--- config.mk ---
export PLATFORM = sky130hd
export DESIGN_NAME = updown_sweep_ctrl
export DESIGN_NICKNAME = d
export VERILOG_FILES = /design/src/rtl/updown_sweep_ctrl.sv
export SDC_FILE = /design/constraint.sdc
export NUM_CORES = 1
export LEC_CHECK = 0
export ABC_AREA = 1
export CORE_MARGIN = 5
export CORE_UTILIZATION = 42
export CTS_CLUSTER_DIAMETER = 80
export DETAILED_ROUTE_END_ITERATION = 16
export PLACE_DENSITY = 0.71
export SKIP_LAST_GASP = 1
export SLEW_MARGIN = 20
export SYNTH_ARGS = -nofsm -noshare
export SYNTH_HDL_FRONTEND = slang
export SYNTH_SLANG_ARGS = --single-unit
--- constraint.sdc ---
create_clock -name clk -period 4.13 [get_ports clk]
set_clock_uncertainty 0.05 [all_clocks]
set_input_delay 1.0325 -clock clk [delete_from_list [all_inputs] [get_ports clk]]
set_output_delay 1.0325 -clock clk [all_outputs]
set_load 0.03 [all_outputs]
--- src/rtl/updown_sweep_ctrl.sv ---
// ---------------------------------------------------------------------------
// updown_sweep_ctrl
//
// Sequencer that drives an external N-bit up/down counter through triangle
// sweeps: LO up to HI, back down to LO, repeated REPS times. The counter has
// no enable input, so whenever the controller wants the count to stand still
// it reloads the counter with its own current value (LD=1, DIN=CNT).
//
// Ports:
//   clk        rising-edge clock
//   RESET      asynchronous, active-high reset
//   START      request a sweep run (only looked at in IDLE)
//   ABORT      stop the current run, no DONE
//   LO, HI     sweep floor / ceiling (N bits, LO < HI required)
//   REPS       number of full up+down sweeps (REP_W bits, non-zero)
//   CNT        current counter value
//   CNTR_RST   synchronous clear to the counter (pulses after reset)
//   CNTR_LD    counter load strobe
//   CNTR_UP    counter direction (1 = up)
//   CNTR_DIN   counter load value
//   BUSY       run in progress (LOAD through FIN)
//   DONE       one-cycle pulse on normal completion
//   ERR        one-cycle pulse after an illegal START
//   REPS_LEFT  remaining sweeps, including the current one
// ---------------------------------------------------------------------------
module updown_sweep_ctrl #(
    parameter int N     = 4,
    parameter int REP_W = 4
) (
    input  logic             clk,
    input  logic             RESET,
    input  logic             START,
    input  logic             ABORT,
    input  logic [N-1:0]     LO,
    input  logic [N-1:0]     HI,
    input  logic [REP_W-1:0] REPS,
    input  logic [N-1:0]     CNT,
    output logic             CNTR_RST,
    output logic             CNTR_LD,
    output logic             CNTR_UP,
    output logic [N-1:0]     CNTR_DIN,
    output logic             BUSY,
    output logic             DONE,
    output logic             ERR,
    output logic [REP_W-1:0] REPS_LEFT
);

    localparam logic [2:0] ST_IDLE = 3'd0;
    localparam logic [2:0] ST_LOAD = 3'd1;
    localparam logic [2:0] ST_UP   = 3'd2;
    localparam logic [2:0] ST_DOWN = 3'd3;
    localparam logic [2:0] ST_FIN  = 3'd4;

    localparam logic [N-1:0]     ONE_N = {{(N-1){1'b0}}, 1'b1};
    localparam logic [REP_W-1:0] ONE_R = {{(REP_W-1){1'b0}}, 1'b1};
    localparam logic [REP_W-1:0] ZERO_R = {REP_W{1'b0}};
    localparam logic [N-1:0]     ZERO_N = {N{1'b0}};

    logic [2:0]       state_r;
    logic [2:0]       next_state_s;
    logic [N-1:0]     lo_q;
    logic [N-1:0]     hi_q;
    logic [REP_W-1:0] reps_q;
    logic             err_r;
    logic             cntr_rst_r;

    logic             start_ok_s;
    logic             start_bad_s;
    logic             up_turn_s;
    logic             down_turn_s;

    // Qualify a START request and detect the turn-around points of a sweep.
    // Turning one count early lets the counter land exactly on hi_q / lo_q
    // on the same edge the state changes, so it never overshoots or wraps.
    always_comb begin
        start_ok_s  = 1'b0;
        start_bad_s = 1'b0;
        if (START && !ABORT) begin
            if ((LO < HI) && (REPS != ZERO_R)) begin
                start_ok_s = 1'b1;
            end else begin
                start_bad_s = 1'b1;
            end
        end else begin
            start_ok_s  = 1'b0;
            start_bad_s = 1'b0;
        end
        up_turn_s   = (CNT == (hi_q - ONE_N));
        down_turn_s = (CNT == (lo_q + ONE_N));
    end

    // Next-state logic; ABORT takes priority in every active state.
    always_comb begin
        next_state_s = state_r;
        case (state_r)
            ST_IDLE: begin
                if (start_ok_s) begin
                    next_state_s = ST_LOAD;
                end else begin
                    next_state_s = ST_IDLE;
                end
            end
            ST_LOAD: begin
                if (ABORT) begin
                    next_state_s = ST_IDLE;
                end else begin
                    next_state_s = ST_UP;
                end
            end
            ST_UP: begin
                if (ABORT) begin
                    next_state_s = ST_IDLE;
                end else if (up_turn_s) begin
                    next_state_s = ST_DOWN;
                end else begin
                    next_state_s = ST_UP;
                end
            end
            ST_DOWN: begin
                if (ABORT) begin
                    next_state_s = ST_IDLE;
                end else if (down_turn_s) begin
                    if (reps_q == ONE_R) begin
                        next_state_s = ST_FIN;
                    end else begin
                        next_state_s = ST_UP;
                    end
                end else begin
                    next_state_s = ST_DOWN;
                end
            end
            ST_FIN: begin
                next_state_s = ST_IDLE;
            end
            default: begin
                next_state_s = ST_IDLE;
            end
        endcase
    end

    // State register, latched run parameters and the ERR pulse register.
    always_ff @(posedge clk or posedge RESET) begin
        if (RESET) begin
            state_r <= ST_IDLE;
            lo_q    <= ZERO_N;
            hi_q    <= ZERO_N;
            reps_q  <= ZERO_R;
            err_r   <= 1'b0;
        end else begin
            state_r <= next_state_s;
            err_r   <= (state_r == ST_IDLE) && start_bad_s;
            if ((state_r == ST_IDLE) && start_ok_s) begin
                lo_q   <= LO;
                hi_q   <= HI;
                reps_q <= REPS;
            end else if ((state_r == ST_DOWN) && down_turn_s && !ABORT) begin
                // One sweep completes on the edge the counter returns to lo_q.
                reps_q <= reps_q - ONE_R;
            end else begin
                reps_q <= reps_q;
            end
        end
    end

    // Counter clear: held during reset, dropped on the first edge after it,
    // giving the counter one synchronous clear edge once clk runs freely.
    always_ff @(posedge clk or posedge RESET) begin
        if (RESET) begin
            cntr_rst_r <= 1'b1;
        end else begin
            cntr_rst_r <= 1'b0;
        end
    end

    // Moore output decode; the hold value DIN=CNT is a direct passthrough.
    always_comb begin
        CNTR_LD  = 1'b1;
        CNTR_UP  = 1'b0;
        CNTR_DIN = CNT;
        BUSY     = 1'b0;
        DONE     = 1'b0;
        case (state_r)
            ST_IDLE: begin
                BUSY = 1'b0;
            end
            ST_LOAD: begin
                CNTR_DIN = lo_q;
                BUSY     = 1'b1;
            end
            ST_UP: begin
                CNTR_LD = 1'b0;
                CNTR_UP = 1'b1;
                BUSY    = 1'b1;
            end
            ST_DOWN: begin
                CNTR_LD = 1'b0;
                CNTR_UP = 1'b0;
                BUSY    = 1'b1;
            end
            ST_FIN: begin
                BUSY = 1'b1;
                DONE = 1'b1;
            end
            default: begin
                BUSY = 1'b0;
            end
        endcase
    end

    assign CNTR_RST  = cntr_rst_r;
    assign ERR       = err_r;
    assign REPS_LEFT = reps_q;

endmodule

==> summary.txt, run 1 <==
STA
  – Final hold violation count: 0
  – # setup viols final: 0
  – Fin crit share: 85.5%
  – Max-slew violations: 0
  – Headroom to the max-slew limit: 56.0%
  – Hold WS: 0.472 ns
  – RSZ-0062 raised after global routing: false
  – Fmax: 283 MHz
  – Worst Max-Slew Pin Slew: 0.659 ns
  – Post-Route Setup TNS: 0 ns
  – Final Critical Period: 3.53 ns

Layout
  – Most frequent cells in the layout: nand2_1, clkdlybuf4s50_1, inv_1
  – Cell area after layout: 1660 um2
  – Footprint of the multi-input gates: 733 um2
  – Layout area overhead: 29.2%
  – Ant diodes: 0
  – FF/Latch Area: 427 um2
  – Nets: 233
  – # fillers: 312
  – Commonest non-fill, non-tap cell in the layout: nand2_1
  – Layout cells sized above 1: 13.2%

Setup path
  – Slowest CP cell: clkdlybuf4s50_1
  – Startpoint class of the critical path: input pin
  – Critical Path AT: 2.45 ns
  – Worst Setup SP: CNT[0]
  – Worst Path Required: 3.05 ns
  – Crit-path cells: clkdlybuf4s50_1, nand2_1, o21ai_0, clkdlybuf4s50_1
  – CP Class: input pin to output port
  – Setup crit end kind: output port
  – R2R Path Start: state_r[2]
  – CP delay by family, top: buffers and inverters
  – Worst Path Max Fanout: 5
  – Crit path top cell by count: clkdlybuf4s50_1
  – Buf/Inv on CP: 2
  – Crit path largest cell delay: 0.69 ns

Clocking
  – Sinks on Clock Net: 17
  – Worst-path clk slew: 0.10 ns
  – CTS tree: yes
  – Htree depth: 1
  – Number of buffers created by CTS: 3
  – Cts repair resizes: 0
  – Clock Path Buffers: 2
  – Buffer count from post-CTS setup fixing: 0
  – Clk Latency, worst-skew pair: 0.28 ns
  – Root buffer cell: clkbuf_4
  – CTS Hold Bufs: 0

Die
  – Vert. Die Dim: 65.4 um
  – Initial core utilization: 42.9%
  – Core Area: 3000 um2
  – I/O pin count: 34
  – Row count: 20
  – Die area: 4270 um2
  – Die W: 65.4 um

Routing
  – DRC Markers: 0
  – DRT Pass-1 Iters: 4
  – Initial DRC Count: 84
  – Post-route antenna net violation count: 0
  – Post-Route WL: 3000 um
  – Routed WL per cell: 12.6 um
  – Routed vias/inst: 4.99
  – Vias: 1188

Run status
  – Status: complete, no violations

Power and ir drop
  – Tot Pwr: 0.690 mW
  – Lkg Pwr: 0.833 nW
  – VDD IR max: 0.209 mV
  – P per Cell Area: 415 nW/um2

Global route
  – Total grt overflow: 0
  – First-pass GRT wire length: 5350 um
  – Vias in the first global route: 1241
  – Largest net degree at the start of global routing: 22
  – Total GRT Usage: 15.8%
  – Initial antenna violation count: 0

Yosys
  – Mapped Cells: 170
  – Syn Nets: 197
  – Cell variety after synth: 27
  – Syn Area/Cell: 7.57 um2
  – YS warnings: 0
  – Mapped cell area: 1290 um2
  – Sequential-to-total area share from yosys stat: 33.1%
  – Yosys reg bits: 17

Placement
  – Final HPWL DP: 2450 um
  – Final GP Congestion: 0.770
  – I/O Buffers: 33
  – Placed Area: 1640 um2

Flow run
  – Max cap viols: 0

Min path
  – Hold_sp: hi_q[3]
  – Tightest Hold Check Type: flop to flop
report_power, final:
part           switching (mW)  leakage (nW)  total, mW  internal (mW)
registers              0.0391         0.208      0.244          0.205
clock network          0.0506        0.0150     0.0880         0.0374
logic                   0.212         0.610      0.358          0.146
area by class of cell:
type | instances | share of cell area, %
Clock buffer | 4 | 1.58
Tap cell | 33 | 2.48
Inverter | 28 | 6.32
Timing Repair Buffer | 33 | 19.9
Sequential cell | 17 | 25.7
Multi-Input combinational cell | 123 | 44.1
worst register-to-register path: cells and delay by family, from the launching register on:
kind	cells	cell delay (ns)
buffers and inverters	1	0.11
AOI/OAI and AO/OA	1	0.04
DFF	1	0.43
and+or+nand+nor	4	1.00
cells in the mapped netlist:
| cell type | number | area share, % |
|---|---|---|
| o21ai_2 | 4 | 2.7 |
| buf_6 | 2 | 1.7 |
| nand2_2 | 1 | 0.49 |
| xnor2_1 | 2 | 1.4 |
| o21ai_0 | 5 | 1.9 |
| nor2_2 | 4 | 1.9 |
| conb_1 | 1 | 0.29 |
| nand2_1 | 42 | 12 |
| inv_1 | 23 | 6.7 |
| nand3_1 | 19 | 7.4 |
| nand3b_1 | 1 | 0.58 |
| nand4_1 | 9 | 4.4 |
| dfstp_2 | 1 | 2.0 |
| nand4_2 | 1 | 0.97 |
| clkinv_1 | 1 | 0.29 |
| a21oi_2 | 5 | 3.4 |
| ha_1 | 7 | 6.8 |
| inv_2 | 4 | 1.2 |
| nor3_2 | 1 | 0.78 |
| nor2_1 | 9 | 2.6 |
| a21boi_1 | 1 | 0.58 |
| nand4_4 | 1 | 1.7 |
| nor3_1 | 3 | 1.2 |
| nor2_8 | 1 | 1.6 |
| xor2_1 | 5 | 3.4 |
| dfrtp_1 | 16 | 31 |
| or2_4 | 1 | 0.68 |
cells by family (layout without fill, tap and decap cells):
group           count (synthesis)  in the layout  share of synthesized area (%)
other cells                     1              1                          0.291
compound gates                 15             15                           8.65
fa+ha+maj                       7              7                           6.80
xor+xnor                        7              7                           4.76
flops                          17             17                           33.1
buf+inv                        30             65                           9.91
simple gates                   93             93                           36.4
state kept, by name, summed over array words and instances (netlist names):
register / flops
CNTR_RST: 1
lo_q: 4
REPS_LEFT: 4
hi_q: 4
state_r: 3
ERR: 1
metrics by stage:
| step | instances | util, % | setup WS, ns |
|---|---|---|---|
| global route | 238 | 55.4 | 0.507 |
| global placement | 234 | 54.5 | 0.636 |
| floorplan | 170 | - | 1.65 |
| detailed placement | 234 | 54.5 | 0.600 |
| finish | 238 | 55.4 | 0.599 |
| CTS | 238 | 55.4 | 0.598 |
final timing paths:
kind / end / slack (ns) / depth (start not counted)
setup / recovery: CNTR_DIN[0] / 0.60 / 4
hold / removal: hi_q[3] / 0.47 / 2
setup reg to reg: hi_q[0] / 2.41 / 6
hold reg to reg: hi_q[3] / 0.47 / 2
max in group asynchronous: state_r[2] / 2.51 / 2
min in group asynchronous: hi_q[1] / 1.10 / 2
per-layer routing:
metal,track usage [%],vias to the layer above,share of wire [%]
met5,0,-,0
met4,5.44,0,1.2
met3,2.22,4,4.6
met2,27.7,29,50
met1,19.7,535,44
li1,-,620,-
(Power assumes the default switching activity.)
==> run 2, diff against run 1 <==
Settings changed: SLEW_MARGIN 20 to default.
==> results of run 2 <==
No change in the layout: final DEF, timing and power equal those of run 1.
